**src/rtl/param_nonrestoring_divider.sv**
```systemverilog
// Iterative radix-2 nonrestoring integer divider for the EX-stage multicycle
// unit. Runs DIV/DIVU/REM/REMU with RISC-V corner-case semantics. Operands are
// leading-zero normalised so only the iterations that can produce quotient
// bits do real work; with EARLY_TERM=0 the unit pads to a fixed XLEN
// iterations.
//
// Handshake: an operation is accepted on a rising edge where
// in_valid & in_ready & ~flush_ex; in_ready is high only in IDLE. out_valid
// is a single-cycle pulse in DONE (masked by flush_ex) and quo/rem/result
// are valid during that pulse. Afterwards they hold that value until the next
// operation completes.
module param_nonrestoring_divider #(
    parameter int XLEN       = 32,
    parameter bit EARLY_TERM = 1'b1
) (
    input  logic            clk,
    input  logic            reset,
    input  logic            in_valid,
    output logic            in_ready,
    input  logic            flush_ex,
    input  logic [2:0]      funct3,
    input  logic [XLEN-1:0] a,
    input  logic [XLEN-1:0] b,
    output logic            out_valid,
    output logic [XLEN-1:0] quo,
    output logic [XLEN-1:0] rem,
    output logic [XLEN-1:0] result
);

    localparam int CW = $clog2(XLEN) + 1;   // holds 0..XLEN
    localparam int PW = XLEN + 2;           // signed partial remainder
    localparam logic [XLEN-1:0] MIN_VAL = {1'b1, {(XLEN-1){1'b0}}};

    typedef enum logic [2:0] {
        S_IDLE = 3'd0,
        S_NORM = 3'd1,
        S_ITER = 3'd2,
        S_CORR = 3'd3,
        S_DONE = 3'd4
    } state_t;

    // Count of leading zeros; an all-zero value yields XLEN.
    function automatic logic [CW-1:0] lz_f(input logic [XLEN-1:0] v);
        logic [CW-1:0] n;
        logic          found;
        n     = '0;
        found = 1'b0;
        for (int i = XLEN - 1; i >= 0; i--) begin
            if (!found) begin
                if (v[i]) found = 1'b1;
                else      n = n + CW'(1);
            end
        end
        return n;
    endfunction

    state_t state_q, state_d;

    // Operation registers captured on accept
    logic [1:0]      f3_q, f3_d;          // [0]=unsigned, [1]=remainder
    logic [XLEN-1:0] a_q, a_d;
    logic [XLEN-1:0] b_q, b_d;
    logic            sa_q, sa_d;
    logic            sb_q, sb_d;

    // Iteration datapath
    logic [XLEN-1:0] b_n_q, b_n_d;        // left-aligned |b|
    logic [CW-1:0]   lzb_q, lzb_d;        // alignment shift of |b|
    logic [PW-1:0]   p_q, p_d;            // partial remainder (two's complement)
    logic [XLEN-1:0] q_q, q_d;            // quotient magnitude being built
    logic [CW-1:0]   cnt_q, cnt_d;        // iterations remaining
    logic [CW-1:0]   work_q, work_d;      // iterations that do real work

    // Result of the operation in flight (shown only in DONE)
    logic [XLEN-1:0] quo_p_q, quo_p_d;
    logic [XLEN-1:0] rem_p_q, rem_p_d;

    // Last completed result, held between operations
    logic [XLEN-1:0] quo_q, quo_d;
    logic [XLEN-1:0] rem_q, rem_d;
    logic [XLEN-1:0] res_q, res_d;

    // funct3[2] is always 1 for the divide group and carries no information
    logic unused_f3;
    assign unused_f3 = funct3[2];

    logic            accept;
    logic [XLEN-1:0] abs_a, abs_b;
    logic [CW-1:0]   lza, lzb, span;
    logic            is_div0, is_ovf, is_lt, special;
    logic [PW-1:0]   b_ext, t_sum;
    logic            iter_active, iter_last;
    logic [XLEN-1:0] rem_lo, rem_mag;
    logic            show_pending;
    logic [XLEN-1:0] res_pending;

    assign accept = in_valid & (state_q == S_IDLE) & ~flush_ex;

    // Operand decode used in NORM: magnitudes, alignment and special cases
    always_comb begin
        abs_a   = sa_q ? (~a_q + XLEN'(1)) : a_q;
        abs_b   = sb_q ? (~b_q + XLEN'(1)) : b_q;
        lza     = lz_f(abs_a);
        lzb     = lz_f(abs_b);
        span    = lzb - lza + CW'(1);
        is_div0 = (b_q == '0);
        is_ovf  = ~f3_q[0] & (a_q == MIN_VAL) & (b_q == '1);
        is_lt   = (abs_a < abs_b);
        special = is_div0 | is_ovf | is_lt;
    end

    // One nonrestoring step and the final remainder fix-up
    always_comb begin
        b_ext       = {2'b00, b_n_q};
        t_sum       = p_q[PW-1] ? (p_q + b_ext) : (p_q - b_ext);
        iter_active = (cnt_q <= work_q);
        iter_last   = (cnt_q == CW'(1));
        // The corrected remainder is below the aligned divisor, so the low
        // XLEN bits of the add are exact.
        rem_lo      = p_q[PW-1] ? (p_q[XLEN-1:0] + b_n_q) : p_q[XLEN-1:0];
        rem_mag     = rem_lo >> lzb_q;
    end

    // Next-state logic; a flush sends any busy state straight back to IDLE
    always_comb begin
        state_d = state_q;
        case (state_q)
            S_IDLE: if (accept) state_d = S_NORM;
            S_NORM: state_d = special ? S_DONE : S_ITER;
            S_ITER: if (iter_last) state_d = S_CORR;
            S_CORR: state_d = S_DONE;
            S_DONE: state_d = S_IDLE;
            default: state_d = S_IDLE;
        endcase
        if (flush_ex && (state_q != S_IDLE)) state_d = S_IDLE;
    end

    // Datapath register updates per state
    always_comb begin
        f3_d    = f3_q;
        a_d     = a_q;
        b_d     = b_q;
        sa_d    = sa_q;
        sb_d    = sb_q;
        b_n_d   = b_n_q;
        lzb_d   = lzb_q;
        p_d     = p_q;
        q_d     = q_q;
        cnt_d   = cnt_q;
        work_d  = work_q;
        quo_p_d = quo_p_q;
        rem_p_d = rem_p_q;
        quo_d   = quo_q;
        rem_d   = rem_q;
        res_d   = res_q;
        case (state_q)
            S_IDLE: begin
                if (accept) begin
                    f3_d = funct3[1:0];
                    a_d  = a;
                    b_d  = b;
                    sa_d = a[XLEN-1] & ~funct3[0];
                    sb_d = b[XLEN-1] & ~funct3[0];
                end
            end
            S_NORM: begin
                if (is_div0) begin
                    quo_p_d = '1;
                    rem_p_d = a_q;
                end else if (is_ovf) begin
                    quo_p_d = MIN_VAL;
                    rem_p_d = '0;
                end else if (is_lt) begin
                    // also covers a == 0
                    quo_p_d = '0;
                    rem_p_d = a_q;
                end else begin
                    b_n_d  = abs_b << lzb;
                    lzb_d  = lzb;
                    p_d    = {2'b00, abs_a << lza};
                    q_d    = '0;
                    cnt_d  = EARLY_TERM ? span : CW'(XLEN);
                    work_d = span;
                end
            end
            S_ITER: begin
                // In fixed-latency mode the leading padding cycles only count.
                // The last step keeps the unshifted value, which is the
                // remainder scaled by the divisor alignment.
                if (iter_active) begin
                    p_d = iter_last ? t_sum : (t_sum << 1);
                    q_d = {q_q[XLEN-2:0], ~t_sum[PW-1]};
                end
                cnt_d = cnt_q - CW'(1);
            end
            S_CORR: begin
                // Each quotient bit is ~sign of the new partial remainder, which
                // equals the restoring quotient bit, so only the remainder needs
                // the add-back when it ended negative.
                quo_p_d = (sa_q ^ sb_q) ? (~q_q + XLEN'(1)) : q_q;
                rem_p_d = sa_q ? (~rem_mag + XLEN'(1)) : rem_mag;
            end
            S_DONE: begin
                if (!flush_ex) begin
                    quo_d = quo_p_q;
                    rem_d = rem_p_q;
                    res_d = f3_q[1] ? rem_p_q : quo_p_q;
                end
            end
            default: ;
        endcase
    end

    // State and datapath registers with synchronous reset
    always_ff @(posedge clk) begin
        if (reset) begin
            state_q <= S_IDLE;
            f3_q    <= '0;
            a_q     <= '0;
            b_q     <= '0;
            sa_q    <= 1'b0;
            sb_q    <= 1'b0;
            b_n_q   <= '0;
            lzb_q   <= '0;
            p_q     <= '0;
            q_q     <= '0;
            cnt_q   <= '0;
            work_q  <= '0;
            quo_p_q <= '0;
            rem_p_q <= '0;
            quo_q   <= '0;
            rem_q   <= '0;
            res_q   <= '0;
        end else begin
            state_q <= state_d;
            f3_q    <= f3_d;
            a_q     <= a_d;
            b_q     <= b_d;
            sa_q    <= sa_d;
            sb_q    <= sb_d;
            b_n_q   <= b_n_d;
            lzb_q   <= lzb_d;
            p_q     <= p_d;
            q_q     <= q_d;
            cnt_q   <= cnt_d;
            work_q  <= work_d;
            quo_p_q <= quo_p_d;
            rem_p_q <= rem_p_d;
            quo_q   <= quo_d;
            rem_q   <= rem_d;
            res_q   <= res_d;
        end
    end

    // Outputs: the in-flight result during the DONE pulse, else the last one
    always_comb begin
        show_pending = (state_q == S_DONE) & ~flush_ex;
        res_pending  = f3_q[1] ? rem_p_q : quo_p_q;
        in_ready     = (state_q == S_IDLE);
        out_valid    = show_pending;
        quo          = show_pending ? quo_p_q : quo_q;
        rem          = show_pending ? rem_p_q : rem_q;
        result       = show_pending ? res_pending : res_q;
    end

endmodule

```
**config.mk**
```make
export PLATFORM = sky130hd
export DESIGN_NAME = param_nonrestoring_divider
export DESIGN_NICKNAME = d
export VERILOG_FILES = /design/src/rtl/param_nonrestoring_divider.sv
export SDC_FILE = /design/constraint.sdc
export NUM_CORES = 2
export LEC_CHECK = 0
export BUFFER_PORTS_ARGS = -buffer_cell sky130_fd_sc_hd__buf_2
export CORE_ASPECT_RATIO = 0.6
export CORE_MARGIN = 5
export CORE_UTILIZATION = 55
export DETAILED_ROUTE_END_ITERATION = 12
export GPL_TIMING_DRIVEN = 0
export HOLD_SLACK_MARGIN = 0.05
export PLACE_DENSITY = 0.75
export SLEW_MARGIN = 15
export SYNTH_ARGS = -nofsm -noshare
export SYNTH_HDL_FRONTEND = slang
export SYNTH_SLANG_ARGS = --single-unit
```
**constraint.sdc**
```tcl
create_clock -name clk -period 18.35 [get_ports clk]
set_input_delay 3.67 -clock clk [delete_from_list [all_inputs] [get_ports clk]]
set_output_delay 3.67 -clock clk [all_outputs]
set_load 0.005 [all_outputs]
```
==> results.sh <==
export IMPL_outcome="finished, violations left"
export IMPL_violations="setup timing"
export IMPL_tritoncts="built"
export IMPL_crit_top_cell="ha_4"
export IMPL_maxSlewViolCount=0
export IMPL_clk_latency_ps=600
export IMPL_grt_max_degree=20
export IMPL_max_cap_viol_count=0
export IMPL_finClkSkew_ps=29.92
export IMPL_cts_sinks=347
export IMPL_ys_flop_type="dfxtp_1"
export IMPL_worstPathRequired_ps=18850
export IMPL_fin_nets=5423
export IMPL_viasPerCell=6.687
export IMPL_finalHoldViolCount=0
export IMPL_cpMaxStageDelayCell="or4b_4"
export IMPL_syn_cell_area_um2=35570
export IMPL_ys_warnings_count=0
export IMPL_reg2reg_depth=107
export IMPL_place_congestion=1.053
export IMPL_critPathMaxStageDelay_ps=540
export IMPL_final_common_cell="nand2_1"
export IMPL_power_density_nw_per_um2=244.5
export IMPL_hold_path_startpoint="f3_q[0]"
export IMPL_register_area_um2=6962
export IMPL_finalPower_mw=10.03
export IMPL_worst_pin_slew_ps=1445
export IMPL_fin_area_um2=41020
export IMPL_wire_per_inst_um=24.67
export IMPL_dr_total_vias=40523
export IMPL_synthCells=4863
export IMPL_period_share=1.023
export IMPL_post_route_cells_drive_above_1_share=0.1636
export IMPL_setup_viol=4
export IMPL_timing_rr_end="cnt_q[5]"
export IMPL_placed_cell_area_um2=37560
export IMPL_fill_cells=5866
export IMPL_grt_use_total=0.4006
export IMPL_end_kind="flip-flop"
export IMPL_die_w_um=338.3
export IMPL_drcViolationCount=0
export IMPL_fin_hold_ws_ps=457.2
export IMPL_dp_hpwl_um=118600
export IMPL_setup_slack_ps=-413.5
export IMPL_io_buffers=167
export IMPL_min_path_type="reg -> reg"
export IMPL_yosysSeqAreaShare=0.1953
export IMPL_fin_crit_ps=18760
export IMPL_synth_edff_count=0
export IMPL_cp_start_kind="flip-flop"
export IMPL_pre_cts_ws_ps=-4225
export IMPL_initial_core_util=0.5537
export IMPL_core_rowCount=72
export IMPL_yosysUniqueCellTypes=119
export IMPL_synth_net_count=5109
export IMPL_power_leakage_nw=16.92
export IMPL_most_common_layout_cells="621 x nand2_1, 464 x nor2_1, 428 x a21oi_1"
export IMPL_syn_avg_cell_area_um2=7.314
export IMPL_synthTopCellsByArea="dfxtp_1 20%, nand2_1 6.7%, a21oi_1 6.4%"
export IMPL_hold_end="f3_q[0]"
export IMPL_cts_htree_levels=2
export IMPL_peakVddDrop_uv=343.9
export IMPL_grt_pass1_vias=35589
export IMPL_cts_buffers=36
export IMPL_r2r_start="b_q[0]"
export IMPL_drtAntennaViolNets=0
export IMPL_io_pins=169
export IMPL_rsz0062_at_grt="true"
export IMPL_dieArea_um2=70020
export IMPL_design_core_area_um2=64230
export IMPL_postRouteWirelength_um=149500
export IMPL_ys_async_sr_fraction=0
export IMPL_cts_max_path_buffers=3
export IMPL_yosysTopAreaCell="dfxtp_1"
export IMPL_synth_top_area_frac=0.1953
export IMPL_multiInputGateArea_um2=28110
export IMPL_crit_type="reg -> reg"
export IMPL_grt_overflow=0
export IMPL_drt_iter0_drc=6300
export IMPL_cts_clk_slew_worst_paths_ps=60
export IMPL_cp_max_fo=4
export IMPL_slew_limit_headroom=0.03355
export IMPL_antenna_found_initial=6
export IMPL_grt_first_pass_wirelength_um=219400
export IMPL_root_buffer="clkbuf_16"
export IMPL_ys_seq_elements=347
export IMPL_dr_pass1_iters=9
export IMPL_area_delta_synth_final_pct=15.33
export IMPL_hold_path_cell_count=2
export IMPL_max_freq_mhz=53.30
export IMPL_ff2ff_setup_slack_ps=-410
export IMPL_die_h_um=207.0
export IMPL_cp_data_arrival_time_ps=19270
[repair_timing]
| action | CTS | global route |
|---|---|---|
| hold buffers | 0 | 0 |
| endpoints found under the setup margin | 79 | 78 |
| buffers inserted | 77 | 48 |
| resized for setup | 148 | 193 |
| pin swaps | 84 | 91 |
[how the worst max path moves through the flow]
stage	startpoint	to	slack (ps)	cells after the start
6_report	b_q[0]	cnt_q[5]	-410	107
5_1_grt	b_q[0]	cnt_q[5]	-1010	108
3_5_place_dp	b_q[0]	cnt_q[5]	-4220	110
3_3_place_gp	b_q[0]	cnt_q[5]	-4040	110
2_1_floorplan	b_q[0]	cnt_q[5]	60	106
4_1_cts	b_q[0]	cnt_q[5]	10	109
[where the power goes]
group	internal [mW]	switching, mW
combinational	3.44	4.96
sequential	0.789	0.0668
clock	0.414	0.356
total	4.64	5.38
[registers in the layout (all words and copies together), names as in the netlist]
name,count
state_q,3
work_q,6
quo_q,32
b_n_q,32
f3_q,2
q_q,32
res_q,32
cnt_q,6
p_q,34
sb_q,1
rem_q,32
lzb_q,6
sa_q,1
a_q,32
b_q,32
quo_p_q,32
rem_p_q,32
[synthesized netlist by cell type, types with 48 or more instances]
master and instances:
nand2_1 632, nor2_1 471, a21oi_1 457, dfxtp_1 347
clkbuf_1 254, o21ai_0 234, mux2i_1 209, ha_1 172
inv_1 155, xnor2_1 150, nor2b_1 131, xor2_1 123
nor3_1 116, mux2_2 115, nand3_1 99, a211oi_1 62
a22oi_1 54, a21o_1 53, and3_1 53, nor4_1 48
[critical path: cells and delay by family (launching register included)]
family / cells / cell delay, ps
simple gates: 28 / 3800
buf+inv: 6 / 700
compound gates: 40 / 6630
mux: 10 / 1860
xor+xnor: 5 / 880
fa+ha+maj: 18 / 4420
flops: 1 / 400
[kinds of logic (layout without fill, tap and decap cells)]
kind of cell,after synthesis,after routing,synth area share
buffers and inverters,476,816,0.05154
AND/OR/NAND/NOR,1865,1865,0.2509
flip-flops,347,347,0.1953
AO/OA/AOI/OAI,1346,1346,0.2458
other,0,6,0
XOR/XNOR,305,305,0.08643
adder cells (fa/ha/maj),179,179,0.06336
multiplexers,345,345,0.1066
[through the flow]
| step | util | instances | TNS, ps |
|---|---|---|---|
| after detailed placement | 0.5847 | 5882 | -184790 |
| after global routing | 0.6386 | 6058 | -14810 |
| final | 0.6386 | 6060 | -846.2 |
| after global placement | 0.5835 | 5881 | -181940 |
| after CTS | 0.6218 | 6012 | 0 |
| after floorplan | - | 4863 | 0 |
[cell type report]
class / instances / share of cell area
repair buffers: 293 / 0.04346
flip-flops and latches: 347 / 0.1697
diodes: 6 / 0.0003660
plain buffers: 288 / 0.02962
clock buffers: 50 / 0.02596
clock inverters: 14 / 0.003294
well taps: 851 / 0.02596
inverters: 171 / 0.01635
multi-input cells: 4040 / 0.6853
[metal layers]
| layer | vias up | share of wire | global-route usage |
|---|---|---|---|
| met4 | 4 | 0.022 | 0.07964 |
| met2 | 2892 | 0.37 | 0.5213 |
| met5 | - | 0.00060 | 0 |
| met1 | 19156 | 0.44 | 0.5975 |
| met3 | 271 | 0.17 | 0.1798 |
| li1 | 18200 | - | - |
(Power assumes the default switching activity.)
